### src/rtl/zmips_pkg.sv
// Shared writeback definitions: special register numbers,
// the writability rule and the queued result entry.
package zmips_pkg;

  localparam int ADDR_W = 5;
  localparam int DATA_W = 32;

  localparam logic [ADDR_W-1:0] REG_PC_LIVE  = 5'd31;
  localparam logic [ADDR_W-1:0] REG_PC_SAVED = 5'd30;

  typedef struct packed {
    logic              valid;
    logic [ADDR_W-1:0] addr;
    logic [DATA_W-1:0] data;
  } wb_entry_t;

  function automatic logic is_writable(input logic [ADDR_W-1:0] addr);
    return (addr != REG_PC_LIVE) && (addr != REG_PC_SAVED);
  endfunction

endpackage

### src/rtl/zmips_wb_fifo.sv
// In-order result buffer: up to two pushes and one pop per cycle,
// with every slot exposed for the forwarding search.
module zmips_wb_fifo
  import zmips_pkg::*;
#(
  parameter int DEPTH = 4,
  localparam int PW = $clog2(DEPTH),
  localparam int CW = PW + 1
) (
  input  logic          clk,
  input  logic          rst,
  input  wb_entry_t     push_a_i,
  input  wb_entry_t     push_b_i,
  input  logic          pop_i,
  output wb_entry_t     ent_o [DEPTH],
  output logic [PW-1:0] head_o,
  output logic [CW-1:0] count_o
);

  wb_entry_t     ent_q [DEPTH];
  wb_entry_t     ent_d [DEPTH];
  logic [PW-1:0] head_q, head_d;
  logic [PW-1:0] tail_q, tail_d;
  logic [CW-1:0] count_q, count_d;

  always_comb begin
    ent_d   = ent_q;
    head_d  = head_q;
    if (pop_i) begin
      ent_d[head_q].valid = 1'b0;
      head_d = head_q + PW'(1);
    end
    // a lone push always lands at tail, keeping the buffer compact
    if (push_a_i.valid)
      ent_d[tail_q] = push_a_i;
    if (push_b_i.valid)
      ent_d[tail_q + PW'(push_a_i.valid)] = push_b_i;
    tail_d  = tail_q + PW'(push_a_i.valid)
                     + PW'(push_b_i.valid);
    count_d = count_q + CW'(push_a_i.valid)
                      + CW'(push_b_i.valid)
                      - CW'(pop_i);
  end

  always_ff @(posedge clk) begin
    if (rst) begin
      head_q  <= '0;
      tail_q  <= '0;
      count_q <= '0;
      for (int i = 0; i < DEPTH; i++)
        ent_q[i] <= '0;
    end else begin
      head_q  <= head_d;
      tail_q  <= tail_d;
      count_q <= count_d;
      ent_q   <= ent_d;
    end
  end

  assign ent_o   = ent_q;
  assign head_o  = head_q;
  assign count_o = count_q;

endmodule

### src/rtl/zmips_wb_queue.sv
// Writeback arbiter: merges ALU and load results into one
// register-file write port and answers forwarding queries.
module zmips_wb_queue
  import zmips_pkg::*;
#(
  parameter int DEPTH = 4,
  parameter int AW    = 5,
  parameter int DW    = 32
) (
  input  logic          clk,
  input  logic          rst,
  input  logic          alu_valid,
  output logic          alu_ready,
  input  logic [AW-1:0] alu_addr,
  input  logic [DW-1:0] alu_data,
  input  logic          mem_valid,
  output logic          mem_ready,
  input  logic [AW-1:0] mem_addr,
  input  logic [DW-1:0] mem_data,
  output logic          wr,
  output logic [AW-1:0] wr_addr,
  output logic [DW-1:0] wr_data,
  input  logic [AW-1:0] q_addr,
  output logic          q_hit,
  output logic [DW-1:0] q_data,
  output logic          empty
);

  localparam int PW = $clog2(DEPTH);
  localparam int CW = PW + 1;

  wb_entry_t     ent [DEPTH];
  logic [PW-1:0] head;
  logic [CW-1:0] count;
  wb_entry_t     push_a, push_b;
  logic          pop;

  logic          wr_q, wr_d;
  logic [AW-1:0] wr_addr_q, wr_addr_d;
  logic [DW-1:0] wr_data_q, wr_data_d;

  // load results get the last free slot
  assign mem_ready = count < CW'(DEPTH);
  assign alu_ready = (count <= CW'(DEPTH - 2))
                  || (count == CW'(DEPTH - 1) && !mem_valid);

  always_comb begin
    push_a = '{valid: mem_valid && mem_ready && is_writable(mem_addr),
               addr: mem_addr, data: mem_data};
    push_b = '{valid: alu_valid && alu_ready && is_writable(alu_addr),
               addr: alu_addr, data: alu_data};
  end

  assign pop = count != '0;

  zmips_wb_fifo #(.DEPTH(DEPTH)) u_fifo (
    .clk      (clk),
    .rst      (rst),
    .push_a_i (push_a),
    .push_b_i (push_b),
    .pop_i    (pop),
    .ent_o    (ent),
    .head_o   (head),
    .count_o  (count)
  );

  always_comb begin
    wr_d      = pop;
    wr_addr_d = wr_addr_q;
    wr_data_d = wr_data_q;
    if (pop) begin
      wr_addr_d = ent[head].addr;
      wr_data_d = ent[head].data;
    end
  end

  always_ff @(posedge clk) begin
    if (rst) begin
      wr_q      <= 1'b0;
      wr_addr_q <= '0;
      wr_data_q <= '0;
    end else begin
      wr_q      <= wr_d;
      wr_addr_q <= wr_addr_d;
      wr_data_q <= wr_data_d;
    end
  end

  assign wr      = wr_q;
  assign wr_addr = wr_addr_q;
  assign wr_data = wr_data_q;
  assign empty   = (count == '0) && !wr_q;

  // walk oldest to youngest so the youngest match overrides
  always_comb begin
    logic [PW-1:0] idx;
    q_hit  = 1'b0;
    q_data = '0;
    idx    = '0;
    if (wr_q && wr_addr_q == q_addr) begin
      q_hit  = 1'b1;
      q_data = wr_data_q;
    end
    for (int i = 0; i < DEPTH; i++) begin
      idx = head + PW'(i);
      if (ent[idx].valid && ent[idx].addr == q_addr) begin
        q_hit  = 1'b1;
        q_data = ent[idx].data;
      end
    end
    if (!is_writable(q_addr)) begin
      q_hit  = 1'b0;
      q_data = '0;
    end
  end

endmodule

### config.mk
export PLATFORM = sky130hd
export DESIGN_NAME = zmips_wb_queue
export DESIGN_NICKNAME = d
export VERILOG_FILES = /design/src/rtl/zmips_pkg.sv /design/src/rtl/zmips_wb_fifo.sv /design/src/rtl/zmips_wb_queue.sv
export SDC_FILE = /design/constraint.sdc
export NUM_CORES = 1
export LEC_CHECK = 0
export BUFFER_PORTS_ARGS = -buffer_cell sky130_fd_sc_hd__buf_4
export CORE_MARGIN = 2
export CORE_UTILIZATION = 54
export DETAILED_ROUTE_END_ITERATION = 10
export PLACE_DENSITY = 0.78
export SYNTH_ARGS = -nofsm -noshare
export SYNTH_HDL_FRONTEND = slang
export SYNTH_SLANG_ARGS = --single-unit
### constraint.sdc
create_clock -name clk -period 3.45 [get_ports clk]
set_input_delay 0.69 -clock clk [delete_from_list [all_inputs] [get_ports clk]]
set_output_delay 0.69 -clock clk [all_outputs]
set_load 0.02 [all_outputs]
# Word-level counts from Yosys, hierarchy flattened
# Cells that the tools add are included.
totals:
  register_bits: 197
  input_bits: 83
  out_inout_bits: 74
  elab_cells: 113
classes:
  add_sub_neg: 8
  order_cmp: 11
  n_eq_ne: 12
  n_mux: 36
  bitwise_logic: 6
  reduce_logical: 22
op_table:
  columns: ["cell", "count"]
  rows:
  - ["152-bit bitwise mux", 3]
  - ["152-bit 2-to-1 mux", 3]
  - ["38-bit 2-to-1 mux", 11]
  - ["38-bit binary-select mux with 2-bit select", 4]
  - ["38-bit demux with 2-bit select", 3]
  - ["32-bit 2-to-1 mux", 6]
  - ["5-bit inequality test, second input constant", 6]
  - ["5-bit == test", 5]
  - ["3-bit >= comparator, second input constant", 6]
  - ["2-bit NOT with 3-bit output", 6]
  - ["1-bit logical AND", 17]
  - ["3-bit by 1-bit < comparator with 1-bit output, second input constant", 3]
  - ["3-bit by 1-bit adder with 3-bit output", 2]
  - ["1-bit 2-to-1 mux", 6]
  - ["2-bit by 1-bit adder with 2-bit output", 2]
  - ["2-bit adder, second input constant", 2]
  - ["3-bit by 2-bit == test with 1-bit output, second input constant", 1]
  - ["3-bit by 2-bit less-or-equal comparator with 1-bit output, second input constant", 1]
  - ["3-bit logical NOT", 1]
  - ["3-bit < comparator, second input constant", 1]
  - ["3-bit nonzero test", 1]
  - ["3-bit by 1-bit subtractor with 3-bit output", 1]
  - ["2-bit by 1-bit adder with 2-bit output, second input constant", 1]
  - ["1-bit logical NOT", 2]
  - ["1-bit logical OR", 1]

# Longest topological paths before layout
# Gate-level depths: netlist of run 1.
logic_depth:
  depth_word: 11
  mapped_depth: 14

# Modules after synthesis
# From an unflattened synthesis of run 1, not the netlist that was laid out.
hier_totals:
  cells_unflattened: 1743
  hier_area_um2: 13948.4
by_module_without_submodules:
  columns: ["mod", "n_inst", "cells_per_inst", "area_per_inst_um2"]
  rows:
  - ["zmips_wb_fifo", 1, 905, 7194.4]
  - ["zmips_wb_queue", 1, 838, 6754.0]

# Least setup slack after synthesis of run 1
# Ideal clock, no wire load.
synth_timing:
  kind: "flip-flop to output port"
  from: "reg u_fifo.head_q[0] (netlist: u_fifo.head_o[0])"
  to: "out q_data[21]"
  arrival_time_ns: 3.215
  t_required_ns: 2.760
  setup_slack_ns: -0.455
  stages_incl_launch_ff: 15
  path_buffers: 5
  path_cell_list: "dfxtp_1 > buf_4 > buf_6 > inv_1 > ha_1 > buf_4 > buf_4 > mux4_2 > xor2_1 > nor2_1 > o211a_1 > buf_2 > a221oi_1 > or3_1 > a21oi_1"
synth_via:
  elab_chain_cells: 11
  word_cells_on_any_way: 32
  cone_classes: "add/sub (3); eq/ne (4); mux (17); bitwise (4); reduce/logical (4)"
synth_rtl:
  columns: ["item", "line_no", "text"]
  rows:
  - ["start: declaration", "zmips_wb_fifo.sv:22", "logic [PW-1:0] head_q, head_d;"]
  - ["start signal: assignment", "zmips_wb_fifo.sv:47", "head_q <= '0;"]
  - ["start signal: assignment", "zmips_wb_fifo.sv:53", "head_q <= head_d;"]
  - ["2-bit by 1-bit adder with 2-bit output / 2-bit NOT with 3-bit output (equally long branches)", "zmips_wb_queue.sv:105, zmips_wb_queue.sv:106, zmips_wb_queue.sv:108", null]
  - ["2-bit NOT with 3-bit output (not written as such) / 38-bit binary-select mux with 2-bit select (equally long branches)", "zmips_wb_queue.sv:106, zmips_wb_queue.sv:108", null]
  - ["38-bit binary-select mux with 2-bit select / 38-bit 2-to-1 mux (equally long branches)", "zmips_wb_queue.sv:106, zmips_wb_queue.sv:108", null]
  - ["38-bit 2-to-1 mux (not written as such)", "zmips_wb_queue.sv:108", "q_data = ent[idx].data;"]
  - ["38-bit 2-to-1 mux (not written as such) / 5-bit == test (equally long branches)", "zmips_wb_queue.sv:108, zmips_wb_queue.sv:106", null]
  - ["5-bit == test / 1-bit logical AND (equally long branches)", "zmips_wb_queue.sv:106", "if (ent[idx].valid && ent[idx].addr == q_addr) begin"]
  - ["1-bit logical AND / 32-bit 2-to-1 mux (equally long branches)", "zmips_wb_queue.sv:106", null]
  - ["32-bit 2-to-1 mux (2 in a row)", "zmips_wb_queue.sv:106", null]
  - ["32-bit 2-to-1 mux (*)", "zmips_wb_queue.sv:106", null]
  - ["32-bit 2-to-1 mux (*)", "zmips_wb_queue.sv:111", "if (!is_writable(q_addr)) begin"]
  - ["end: declaration", "zmips_wb_queue.sv:25", "output logic [DW-1:0] q_data,"]
# Mark *: on every way between the ends. The rest lies on a longest branch, timed or not. The select of a mux whose other input is x is not followed.

# Worst setup path after layout of run 1
layout_timing:
  from: "reg u_fifo.head_q[0] (netlist: u_fifo.head_o[0])"
  to: "out q_data[4]"
# The elaborated chain is that of the path after synthesis.

==> metrics.txt, run 1 <==
slowest stage delay, CP 560 ps; DR vias 12576; Top Usage Layer GRT met2; share of layout cells above drive strength 1 37.3%; hold_ws 479 ps; CP cell instances buf_12 > mux4_2 > xnor2_2 > nor4_4 > and2_4 > buf_12 > a221oi_2 > or3_4 > a21oi_4 > buf_6; Ys Warns 0; Initial DRC Count 1517; Final Instance Area 17000 sq um; met3 Track Usage GR 6.56%; status finished, violations left; Reg2Reg Setup Slack 780 ps; max-cap violation count 0; clock buffer depth 2; total grt overflow 0; pin count of the biggest net entering global routing 79; HPWL after DPL 26600 um; WS Path Type reg -> out; Syn Std Cell Area 13500 sq um; Setup crit end kind output port; area grow syn2layout 26.2%; Worst Hold Launch wr_data[8]; Pwr Total 0.0132 W; Worst Hold Class reg -> reg; worst r2r dst u_fifo.ent_o[133]; Avg Inst Size Synth 9.99 sq um; post-route ant nets 0; Util after Layout 69.6%; Final min period 4140 ps; number of remaining DRC errors 0; Tcrit/Tclk final 120%; dominant synthesized flop cell dfxtp_1; async set or reset register ratio after synthesis 0%; chip width 162 um; slowest cell on the critical path mux4_2; worst setup margin -691 ps; die area 26300 sq um; Reg2Reg Launch Point u_fifo.count_o[2]; Lkg Pwr 6.69 nW; Avg WL per Cell 24.0 um; H-Tree Depth 4; vias per cell 6.93; std cell rows 57; core area 24500 sq um; cell repeated most along the worst path buf_12; Clk Latency, worst-skew pair 450 ps; die height 162 um; CP max FO 7; Routed WL 43500 um; Worst-Margin Slew 1150 ps; sequential share of the synthesized area 29.2%; first-pass GRT wire length 67600 um; Worst-path clk slew 80 ps; gpl congestion 0.891; maximum vdd drop 0.000440 V; CTS root buffer clkbuf_16; Initial Utilization 55.2%; Synth cell types 45; DR pass1 iterations 6; Mapped Nets 1444; Post-synth EDFFs 0; CTS Buf Count 17; Post-Synthesis Cells 1351; Final #Nets 1570; CP delay by family, top simple AND/OR/NAND/NOR gates; commonest non-fill, non-tap cell in the layout buf_4; max-slew violations 0; synthesis-stage register bit count 197; I/O Buffers 156; Setup-failing EPs final 33; global routing usage on met1 41.8%; met2 GRT Util 53.2%; hold endpoint wr_data[8]; maximum clock frequency 242 MHz; Startpoint Class flop; post-place instance area 15800 sq um; Buf+Inv Stages, Crit Path 3; slew margin rel. 23.4%; Setup Skew 12.8 ps; r2r worst-path depth 8; IO Pins 157; Arrival @ worst endpoint 3450 ps; most frequent cells in the layout buf_4 (202), dfxtp_1 (195), nor2_1 (187), mux2i_1 (161), a211oi_1 (148); unrepaired setup endpoints after global routing yes; total track usage 32.7%; Critical Path RT 2760 ps; Final Hold Vio Count 0; Pwr Density 773 nW/um^2; Sink Count 197; CTS tree yes; initial antenna violation count 2; fillers 1694; Hold Path Cell Cnt 2; vias in the first global route 12636; failing checks setup timing
[layer usage]
metal	wire length, um	part of all wire [%]
met1	16200	37
met2	21100	49
met3	4220	9.7
met4	1970	4.5
met5	0	0
[flip-flops by register name, summed over array words and instances (netlist names)]
register,count
wr_data,32
u_fifo.ent_o,152
u_fifo.count_o,3
u_fifo.head_o,2
wr_addr,5
wr,1
u_fifo.tail_q,2
[cells by family after synthesis]
kind of cell	Yosys count	share of synthesized area [%]
compound gates	304	15.8
xor+xnor	39	2.53
fa+ha+maj	10	1.04
buf+inv	156	4.97
flops	197	29.2
mux	306	35.8
simple gates	339	10.7
[worst max path at each step]
stage                     slack, ps  cells after the start          to              from
after floorplan                -180                     14  q_data[21]  u_fifo.head_o[0]
after global placement         -180                     10  q_data[14]  u_fifo.head_o[0]
after detailed placement       -260                     12   q_data[4]  u_fifo.head_o[0]
after CTS                      -600                     10  q_data[30]  u_fifo.head_o[0]
after global routing           -800                     14  q_data[30]  u_fifo.head_o[0]
final                          -690                     10   q_data[4]  u_fifo.head_o[0]
[final cells by class]
type / instances / area, sq um / area share [%]
Multi-Input combinational cell: 998 / 9780 / 57.4
Sequential cell: 197 / 3950 / 23.2
Timing Repair Buffer: 252 / 2260 / 13.3
Clock buffer: 18 / 439 / 2.58
Tap cell: 324 / 405 / 2.38
Clock inverter: 13 / 144 / 0.845
Inverter: 11 / 45.0 / 0.264
Antenna cell: 2 / 5.00 / 0.0294
[synth_stat cells (2+ instances only)]
master | number | area [sq um]
a211oi_1 | 148 | 1110
a21oi_1 | 74 | 370
a221oi_1 | 32 | 280
a22oi_1 | 33 | 248
a31oi_1 | 5 | 31.3
a32oi_1 | 2 | 17.5
and2_1 | 2 | 12.5
buf_1 | 13 | 48.8
buf_2 | 32 | 160
buf_4 | 4 | 30.0
buf_6 | 4 | 45.0
clkbuf_1 | 92 | 345
dfxtp_1 | 197 | 3940
fa_1 | 2 | 40.0
ha_1 | 8 | 100
inv_1 | 10 | 37.5
mux2_2 | 2 | 22.5
mux2i_1 | 163 | 1630
mux4_2 | 141 | 3180
nand2_1 | 87 | 327
nand3_1 | 6 | 30.0
nand3b_1 | 3 | 22.5
nand4_1 | 2 | 12.5
nor2_1 | 188 | 706
nor2b_1 | 3 | 18.8
nor3_1 | 5 | 25.0
nor4_1 | 2 | 12.5
o211ai_1 | 2 | 15.0
o21ai_0 | 4 | 20.0
or3_1 | 33 | 206
xnor2_1 | 24 | 210
xor2_1 | 15 | 131
[through the flow]
step                TNS (ps)  worst slack (ps)  instances
floorplan              -5390              -176       1351
global placement       -4460              -176       1758
detailed placement     -6820              -256       1758
CTS                   -18610              -598       1809
global route          -24290              -803       1815
finish                -21130              -691       1815
[tightest hold or removal path: stages (launching register included)]
cell and delay [ps]:
dfxtp_1 330, nand2_1 60, a21oi_1 50
[where the power goes]
part,leakage [nW],internal [W],switching [W],total [W]
registers,1.61,0.00301,0.000906,0.00392
clock network,0.282,0.00104,0.000993,0.00203
logic,4.80,0.00361,0.00360,0.00721
total,6.69,0.00766,0.00550,0.0132
[repair_timing]
item	in CTS	in global routing
resized for setup	52	38
cloned	4	0
hold buffers	0	0
setup endpoints to repair	33	33
hold endpoints to repair	0	0
setup buffers	16	6
pin swaps	9	18
Power figures use the tool's default switching activity.
==> run 2: changes to the inputs <==
- CORE_MARGIN: 2 -> 3
- PLACE_DENSITY: 0.78 -> 0.88
==> metrics.txt, run 2 (same netlist as run 1, synthesis figures left out) <==
Initial DRC Count 1597; Lkg Pwr 6.62 nW; IO Pins 157; Avg WL per Cell 24.7 um; Pwr Density 775 nW/um^2; Tcrit/Tclk final 121%; chip width 164 um; Arrival @ worst endpoint 3470 ps; H-Tree Depth 4; gpl congestion 0.906; clock buffer depth 2; slew margin rel. 29.7%; Setup-failing EPs final 33; CTS tree yes; max-slew violations 0; core area 24500 sq um; CTS root buffer clkbuf_16; number of remaining DRC errors 0; I/O Buffers 156; Pwr Total 0.0131 W; DR vias 12886; Final Hold Vio Count 0; die area 26900 sq um; hold buffer count at cts 0; post-route ant nets 0; maximum vdd drop 0.000643 V; Post-Place Cells 1761; initial antenna violation count 2; worst slack, placed -157 ps; CTS Buf Count 17; die height 164 um; total grt overflow 0; Clk Latency, worst-skew pair 460 ps; Startpoint Class flop; vias in the first global route 12864; vias per cell 7.12; std cell rows 57; most frequent cells in the layout dfxtp_1 (195), buf_4 (184), nor2_1 (182), mux2i_1 (160), a211oi_1 (148); max-cap violation count 0; failing checks setup timing; worst setup margin -711 ps; Final min period 4160 ps; Reg2Reg Setup Slack 750 ps; Util after Layout 69.2%; unrepaired setup endpoints after global routing yes; Setup Skew 11.3 ps; Worst-path clk slew 80 ps; status finished, violations left; commonest non-fill, non-tap cell in the layout dfxtp_1; maximum clock frequency 240 MHz; Final #Nets 1563; Routed WL 44700 um; Worst-Margin Slew 1050 ps; DR pass1 iterations 6; Critical Path RT 2760 ps; Setup crit end kind output port; Sink Count 197; fillers 1632; final std cells w/o fill 1809; first-pass GRT wire length 69400 um; CP max FO 6; total track usage 32.7%; hold_ws 474 ps; Worst Hold Class reg -> reg; area grow syn2layout 25.5%; pin count of the biggest net entering global routing 102; Initial Utilization 55.2%; WS Path Type reg -> out; HPWL after DPL 27800 um; number of flip-flops in the largest register 152; share of layout cells above drive strength 1 35.7%
## run 2: path summary, 6_finish.rpt
path	cells past startpoint	from	end
setup / recovery	15	u_fifo.head_o[0]	q_data[26]
hold / removal	2	wr_data[27]	wr_data[27]
setup reg to reg	11	u_fifo.count_o[2]	u_fifo.count_o[2]
hold reg to reg	2	wr_data[27]	wr_data[27]
## run 2: timing repair
item | in CTS | in global routing
resized for setup | 67 | 9
endpoints found under the setup margin | 33 | 33
buffers inserted | 9 | 2
gates cloned | 2 | 1
pin swaps | 23 | 9
## run 2: per-stage QoR
stage | instance area (sq um) | TNS (ps)
floorplan | 14100 | -5390
global placement | 15800 | -1150
detailed placement | 15800 | -3850
CTS | 16800 | -17420
global route | 16900 | -23840
finish | 16900 | -21670
## run 2: final cells by class
class	instances	area, sq um	area share [%]
Multi-Input combinational cell	998	9660	57.0
Sequential cell	197	3950	23.3
Timing Repair Buffer	245	2260	13.3
Clock buffer	17	425	2.51
Tap cell	324	405	2.39
Clock inverter	15	191	1.13
Inverter	11	45.0	0.266
Antenna cell	2	5.00	0.0295
## run 2: critical path, cell delays in order (launching register included)
cell and delay [ps]:
dfxtp_4 380, clkinvlp_4 110, ha_4 300, buf_6 150, buf_6 140, mux2i_2 270
xnor2_1 190, nor3_2 70, o211ai_1 260, buf_4 200, buf_12 120, buf_12 130
nor2_4 30, or3_4 390, a21oi_4 160, buf_6 130
## run 2: per-layer routing
layer / routed length (um) / vias to the layer above / track usage (%)
met4: 2390 / 0 / 18.1
met5: 0 / - / 0
met3: 4960 / 206 / 6.94
met1: 15900 / 6301 / 41.5
li1: - / 5430 / -
met2: 21400 / 949 / 52.2
## run 2: power by group
part           internal, W  total (W)  leakage, nW  switching [W]
Sequential         0.00301    0.00395         1.61       0.000937
Combinational      0.00349    0.00704         4.71        0.00356
Clock              0.00111    0.00214        0.300        0.00103
